### src/rtl/ram_fill_scan_pkg.sv
// Shared definitions for the ram_fill_scan block.
// Holds the default word/address widths and scan spacing, the command
// opcode encodings presented on cmd_op, and the controller state encodings.
package ram_fill_scan_pkg;

  localparam int DEFAULT_DATA_W      = 4;
  localparam int DEFAULT_ADDR_W      = 5;
  localparam int DEFAULT_SCAN_PERIOD = 4;

  typedef enum logic [1:0] {
    OP_READ  = 2'b00,
    OP_WRITE = 2'b01,
    OP_FILL  = 2'b10,
    OP_SCAN  = 2'b11
  } cmd_op_e;

  typedef enum logic [2:0] {
    ST_IDLE      = 3'd0,
    ST_RD_WAIT   = 3'd1,
    ST_FILL      = 3'd2,
    ST_SCAN_RD   = 3'd3,
    ST_SCAN_WAIT = 3'd4
  } state_e;

endpackage

### src/rtl/ram_fill_scan_ram_sp.sv
// ram_sp: parametrised single-port RAM, synchronous write, registered read.
// Ports:
//   clock - write/read clock
//   we    - write enable, mem[addr] <= wdata on the rising edge
//   addr  - shared read/write address
//   wdata - write data
//   rdata - registered read data, mem[addr] as it was before this edge
// Contents are deliberately never reset so they survive a block reset.
module ram_sp
  import ram_fill_scan_pkg::*;
#(
  parameter int DATA_W = DEFAULT_DATA_W,
  parameter int ADDR_W = DEFAULT_ADDR_W
) (
  input  logic              clock,
  input  logic              we,
  input  logic [ADDR_W-1:0] addr,
  input  logic [DATA_W-1:0] wdata,
  output logic [DATA_W-1:0] rdata
);

  localparam int DEPTH = 2 ** ADDR_W;

  logic [DATA_W-1:0] mem_q [DEPTH];
  logic [DATA_W-1:0] rdata_q;

  // Both updates are non-blocking, so a read of the address being written
  // in the same cycle returns the old word.
  always_ff @(posedge clock) begin
    if (we) begin
      mem_q[addr] <= wdata;
    end
    rdata_q <= mem_q[addr];
  end

  assign rdata = rdata_q;

endmodule

### src/rtl/ram_fill_scan.sv
// ram_fill_scan: command-driven controller around a single-port RAM.
// Commands (cmd_op): READ one word, WRITE one word, FILL every address with
// cmd_data, SCAN every address out on rd_* at a fixed spacing.
// Ports:
//   clock, reset            - clock, asynchronous active-high reset
//   cmd_valid/cmd_ready     - command handshake (cmd_ready is combinational)
//   cmd_op/cmd_addr/cmd_data- command fields
//   abort                   - stops an active FILL or SCAN
//   rd_valid/rd_addr/rd_data- registered read return, one-cycle pulse
//   busy                    - controller not idle
//   done                    - one-cycle completion pulse (never on abort)
module ram_fill_scan
  import ram_fill_scan_pkg::*;
#(
  parameter int DATA_W      = DEFAULT_DATA_W,
  parameter int ADDR_W      = DEFAULT_ADDR_W,
  parameter int SCAN_PERIOD = DEFAULT_SCAN_PERIOD
) (
  input  logic              clock,
  input  logic              reset,
  input  logic              cmd_valid,
  output logic              cmd_ready,
  input  logic [1:0]        cmd_op,
  input  logic [ADDR_W-1:0] cmd_addr,
  input  logic [DATA_W-1:0] cmd_data,
  input  logic              abort,
  output logic              rd_valid,
  output logic [ADDR_W-1:0] rd_addr,
  output logic [DATA_W-1:0] rd_data,
  output logic              busy,
  output logic              done
);

  // The wait timer counts 0..SCAN_PERIOD-2 between two scan outputs.
  localparam int TIMER_W = (SCAN_PERIOD > 2) ? $clog2(SCAN_PERIOD - 1) : 1;
  localparam logic [TIMER_W-1:0] TIMER_LAST = TIMER_W'(SCAN_PERIOD - 2);
  localparam logic [ADDR_W-1:0]  LAST_ADDR  = {ADDR_W{1'b1}};

  state_e            state_q, state_d;
  logic [ADDR_W-1:0] cnt_q, cnt_d;
  logic [TIMER_W-1:0] timer_q, timer_d;
  logic [DATA_W-1:0] fill_data_q, fill_data_d;
  logic              rd_valid_q, rd_valid_d;
  logic [ADDR_W-1:0] rd_addr_q, rd_addr_d;
  logic [DATA_W-1:0] rd_data_q, rd_data_d;
  logic              busy_q, busy_d;
  logic              done_q, done_d;

  logic              accept;
  logic              ram_we;
  logic [ADDR_W-1:0] ram_addr;
  logic [DATA_W-1:0] ram_wdata;
  logic [DATA_W-1:0] ram_rdata;

  assign cmd_ready = (state_q == ST_IDLE) && !abort;
  assign accept    = cmd_valid && cmd_ready;

  ram_sp #(
    .DATA_W(DATA_W),
    .ADDR_W(ADDR_W)
  ) u_ram (
    .clock(clock),
    .we   (ram_we),
    .addr (ram_addr),
    .wdata(ram_wdata),
    .rdata(ram_rdata)
  );

  // Next-state and RAM port control. The RAM read for a returned word is
  // always issued one edge before the word is registered onto rd_*, so a
  // READ or the first SCAN word is issued on the accept edge itself.
  // cnt holds the READ address while in RD_WAIT, otherwise the sweep index.
  always_comb begin
    state_d     = state_q;
    cnt_d       = cnt_q;
    timer_d     = timer_q;
    fill_data_d = fill_data_q;
    rd_valid_d  = 1'b0;
    rd_addr_d   = rd_addr_q;
    rd_data_d   = rd_data_q;
    done_d      = 1'b0;
    ram_we      = 1'b0;
    ram_addr    = cmd_addr;
    ram_wdata   = cmd_data;

    case (state_q)
      ST_IDLE: begin
        if (accept) begin
          case (cmd_op)
            OP_READ: begin
              cnt_d   = cmd_addr;
              state_d = ST_RD_WAIT;
            end
            OP_WRITE: begin
              ram_we = 1'b1;
              done_d = 1'b1;
            end
            OP_FILL: begin
              fill_data_d = cmd_data;
              cnt_d       = '0;
              state_d     = ST_FILL;
            end
            OP_SCAN: begin
              ram_addr = '0;
              cnt_d    = '0;
              state_d  = ST_SCAN_RD;
            end
            default: ;
          endcase
        end
      end

      ST_RD_WAIT: begin
        rd_valid_d = 1'b1;
        rd_addr_d  = cnt_q;
        rd_data_d  = ram_rdata;
        done_d     = 1'b1;
        state_d    = ST_IDLE;
      end

      ST_FILL: begin
        if (abort) begin
          state_d = ST_IDLE;
        end else begin
          ram_we    = 1'b1;
          ram_addr  = cnt_q;
          ram_wdata = fill_data_q;
          if (cnt_q == LAST_ADDR) begin
            done_d  = 1'b1;
            state_d = ST_IDLE;
          end else begin
            cnt_d = cnt_q + 1'b1;
          end
        end
      end

      // The word for cnt is sitting in the RAM output register; emit it
      // unless aborted, which also discards it.
      ST_SCAN_RD: begin
        if (abort) begin
          state_d = ST_IDLE;
        end else begin
          rd_valid_d = 1'b1;
          rd_addr_d  = cnt_q;
          rd_data_d  = ram_rdata;
          if (cnt_q == LAST_ADDR) begin
            done_d  = 1'b1;
            state_d = ST_IDLE;
          end else begin
            timer_d = '0;
            state_d = ST_SCAN_WAIT;
          end
        end
      end

      // Pad so outputs land SCAN_PERIOD cycles apart; the last wait cycle
      // issues the read of the next address.
      ST_SCAN_WAIT: begin
        if (abort) begin
          state_d = ST_IDLE;
        end else if (timer_q == TIMER_LAST) begin
          ram_addr = cnt_q + 1'b1;
          cnt_d    = cnt_q + 1'b1;
          state_d  = ST_SCAN_RD;
        end else begin
          timer_d = timer_q + 1'b1;
        end
      end

      default: state_d = ST_IDLE;
    endcase

    busy_d = (state_d != ST_IDLE);
  end

  // All controller state and outputs; memory contents live in ram_sp and
  // are untouched by reset.
  always_ff @(posedge clock or posedge reset) begin
    if (reset) begin
      state_q     <= ST_IDLE;
      cnt_q       <= '0;
      timer_q     <= '0;
      fill_data_q <= '0;
      rd_valid_q  <= 1'b0;
      rd_addr_q   <= '0;
      rd_data_q   <= '0;
      busy_q      <= 1'b0;
      done_q      <= 1'b0;
    end else begin
      state_q     <= state_d;
      cnt_q       <= cnt_d;
      timer_q     <= timer_d;
      fill_data_q <= fill_data_d;
      rd_valid_q  <= rd_valid_d;
      rd_addr_q   <= rd_addr_d;
      rd_data_q   <= rd_data_d;
      busy_q      <= busy_d;
      done_q      <= done_d;
    end
  end

  assign rd_valid = rd_valid_q;
  assign rd_addr  = rd_addr_q;
  assign rd_data  = rd_data_q;
  assign busy     = busy_q;
  assign done     = done_q;

endmodule

### config.mk
export PLATFORM = sky130hd
export DESIGN_NAME = ram_fill_scan
export DESIGN_NICKNAME = d
export VERILOG_FILES = /design/src/rtl/ram_fill_scan_pkg.sv /design/src/rtl/ram_fill_scan_ram_sp.sv /design/src/rtl/ram_fill_scan.sv
export SDC_FILE = /design/constraint.sdc
export NUM_CORES = 1
export LEC_CHECK = 0
export ABC_CLOCK_PERIOD_IN_PS = 2900
export CAP_MARGIN = 40
export CORE_MARGIN = 2
export CORE_UTILIZATION = 40
export CTS_CLUSTER_DIAMETER = 60
export DETAILED_ROUTE_END_ITERATION = 7
export PLACE_DENSITY = 0.65
export SETUP_SLACK_MARGIN = 0.4
export SLEW_MARGIN = 20
export SYNTH_ARGS = -nofsm -noshare
export SYNTH_HDL_FRONTEND = slang
export SYNTH_SLANG_ARGS = --single-unit
### constraint.sdc
create_clock -name clock -period 2.9 [get_ports clock]
set_clock_uncertainty 0.15 [all_clocks]
set_input_delay 0.87 -clock clock [delete_from_list [all_inputs] [get_ports clock]]
set_output_delay 0.87 -clock clock [all_outputs]
set_load 0.005 [all_outputs]
==> impl_metrics.ini <==
[power_and_ir_drop]
peakVddDrop_v = 0.0005032
finalPower_uw = 6478
power_density_mw_per_mm2 = 652.9
p_leak_uw = 0.003602

[place]
gp_congestion = 0.8422
dpl_cell_area_mm2 = 0.008335
pre_cts_slack_ns = -0.7871
dp_hpwl_mm = 11.10
port-buffer-count = 27

[grt]
grtUsageTotal_pct = 20.25
grt_antenna_before_repair = 0
grt_start_max_net_pins = 33
grt_pass1_vias = 5104
grt_remaining_overflow = 0
grt_pass1_wl_mm = 27.48

[worst_setup_path]
worstPathRequired_ns = 3.06
r2r-end = u_ram.rdata[1]$_DFF_P_
crit_path_end_kind = register
cp_max_fo = 8
worst-path-stages = 14
worstSetupPathType = primary input to register
cp-endpoint = u_ram.rdata[1]$_DFF_P_
path_buf_inv = 7
start_kind = primary input
cp_data_arrival_time_ns = 3.05
slowest_stage = a21oi_4
r2r_slack_ns = 0.02
crit_family = buffers and inverters
r2r_start = timer_q[0]$_DFFE_PP0P_
slowest_delay_ns = 0.32
reg2regPathDepth = 14
path_cells = buf_6 > buf_8 > nor4b_4 > buf_4 > o2bb2ai_4 > a21oi_4 > buf_12 > buf_12 > buf_6 > mux2i_4 > a221oi_2 > buf_4 > a21oi_2 > nand4_1
startpoint = abort

[synth]
synth_most_common_cell = edfxtp_1
synth_edf_count = 128
synth.distinct_cells = 54
yosysSeqAreaShare_pct = 67.29
ys_top_cells_by_count = 128 x edfxtp_1, 109 x nand2_1, 57 x a21oi_1, 42 x nor2_1, 26 x dfrtp_1
synthArstFlopShare_pct = 16.46
postSynthNetCount = 568
syn_avg_cell_area_um2 = 12.47
yosysWarnings = 0
ys_ff_latch = 158
yosys_most_used_dff = edfxtp_1
synthTopCellsByArea = edfxtp_1 57%, dfrtp_1 9.6%, nand2_1 6.0%
syn-cell-area_mm2 = 0.006798
synth_top_area_share_pct = 56.54
syn_inst = 545
yosysTopAreaCell = edfxtp_1

[drt]
drcViolationCount = 0
met2_length_mm = 9.723
highest_layer = met4
drtAntennaViolNets = 0
firstDrtPassIters = 6
wl_met3_mm = 1.391
vias_per_cell = 5.678
drtIter0Drc = 528
wl_met1_mm = 7.591
num_vias = 5281
finalWirelength_mm = 19.61
wl_per_cell_um = 21.08

[sta]
setup_viol = 0
report.final.slew_viol_count = 0
fin_crit_ns = 2.893
setup_ws_ns = 0.007061
tightestPinTransition_ns = 0.6661
rsz0062_at_grt = yes
maxSlewHeadroom_pct = 55.25
fin_crit_sh_pct = 99.76
worst_hold_slack_ns = 0.3540
max_freq_mhz = 345.7
hold_viol_final = 0

[floorplan]
fp.dieH_um = 134.4
boundaryPins = 28
fp.coreArea_mm2 = 0.01658
fp.dieW_um = 134.4
die_area_mm2 = 0.01805
rows = 47
start_util_pct = 40.99

[layout]
layout-drive-gt1-share_pct = 40.06
final_area_mm2 = 0.009922
fin_util_pct = 59.83
syn2layout_area_growth_pct = 45.96
num-nets-final = 719

[status]
outcome = finished clean

[clock_network]
clk_latency_ns = 0.43
clk_transition_reported_paths_ns = 0.07
clock-sinks = 158
cts_hold_buf = 0
clock_path_buffers = 2
cts_buffers = 17
h-tree-depth = 4
cts_root_buffer = clkbuf_16
cts_tree = built

[min_path]
min_path_type = register to register

[job]
drv_cap = 0
-- state kept, by name (all words and copies together) (netlist names) --
register     flops
rd_data          4
rd_addr          5
done             1
fill_data_q      4
rd_valid         1
busy             1
state_q          3
timer_q          2
u_ram.rdata      4
u_ram.mem_q    128
cnt_q            5
-- logic make-up (layout without fill, tap and decap cells) --
| kind of cell | Yosys count | in the layout | synth area share (%) |
|---|---|---|---|
| XOR/XNOR | 3 | 3 | 0.3866 |
| adder cells (fa/ha/maj) | 8 | 8 | 1.473 |
| AND/OR/NAND/NOR | 199 | 199 | 12.99 |
| buffers and inverters | 35 | 196 | 2.467 |
| other | 0 | 1 | 0 |
| multiplexers | 21 | 21 | 3.423 |
| AO/OA/AOI/OAI | 121 | 124 | 11.96 |
| flip-flops | 158 | 158 | 67.29 |
-- timing repair --
action                     CTS  global route
cloned                       3             9
pin swaps                   41            32
setup buffers               25             9
setup endpoints to repair  267           236
resized for setup           75            45
-- where the power goes --
part	total [uW]	internal [uW]	switching, uW
Clock	2160	1230	925
Combinational	1600	822	776
Sequential	2720	2620	104
Total	6480	4670	1810
-- how the worst min path moves through the flow --
stage / startpoint / endpoint / slack (ns) / cells past startpoint
2_1_floorplan: u_ram.rdata[0]$_DFF_P_ / rd_data[0]$_DFFE_PP0P_ / 0.29 / 1
3_3_place_gp: timer_q[1]$_DFFE_PP0P_ / timer_q[1]$_DFFE_PP0P_ / 0.32 / 2
3_5_place_dp: u_ram.rdata[2]$_DFF_P_ / rd_data[2]$_DFFE_PP0P_ / 0.34 / 1
6_report: rd_addr[3]$_DFFE_PP0P_ / rd_addr[3]$_DFFE_PP0P_ / 0.35 / 1
4_1_cts: u_ram.rdata[2]$_DFF_P_ / rd_data[2]$_DFFE_PP0P_ / 0.35 / 1
5_1_grt: fill_data_q[3]$_DFFE_PP0P_ / fill_data_q[3]$_DFFE_PP0P_ / 0.37 / 1
-- layout by cell type (no fill, tap or decap), drive strengths merged, types with 4 or more instances in the layout --
cell type,n
a2bb2oi,5
clkdlybuf4s50,22
a32o,10
a22oi,6
edfxtp,128
nand2,109
buf,124
nor3,6
clkbuf,26
dfrtp,26
nor2,42
a32oi,8
a21oi,59
mux2,18
o2bb2ai,4
inv,14
clkinv,4
nand4,5
o21ai,11
nand3,16
ha,8
dfxtp,4
-- routing by layer --
metal	vias up	GRT usage, %
met5	-	0
met4	0	9.532
met3	64	3.817
met2	277	34.75
met1	2587	24.71
li1	2353	-
-- through the flow --
step                setup TNS [ns]  std cells
finish                           0        930
global route               -0.1743        929
CTS                              0        911
detailed placement         -126.65        851
global placement           -119.71        851
floorplan                   -2.090        545
-- area by class of cell --
class / count / area (um^2)
clock buffer: 20 / 489.2
clock inverter: 12 / 96.34
sequential: 158 / 4577
antenna: 1 / 2.502
tap: 220 / 275.3
multi-input combinational: 355 / 2763
fill: 1212 / 6661
inverter: 9 / 33.78
timing repair buffer: 155 / 1685
-- worst register-to-register path, cell delays in order (launching register included) --
cell and delay [ns]:
dfrtp_1 0.37, inv_1 0.07, ha_2 0.22, nor4b_4 0.27, buf_4 0.18, o2bb2ai_4 0.13, a21oi_4 0.32, buf_12 0.17
buf_12 0.11, buf_6 0.10, mux2i_4 0.24, a221oi_2 0.09, buf_4 0.15, a21oi_2 0.09, nand4_1 0.10
No activity file was read; power rests on OpenSTA's default activity.
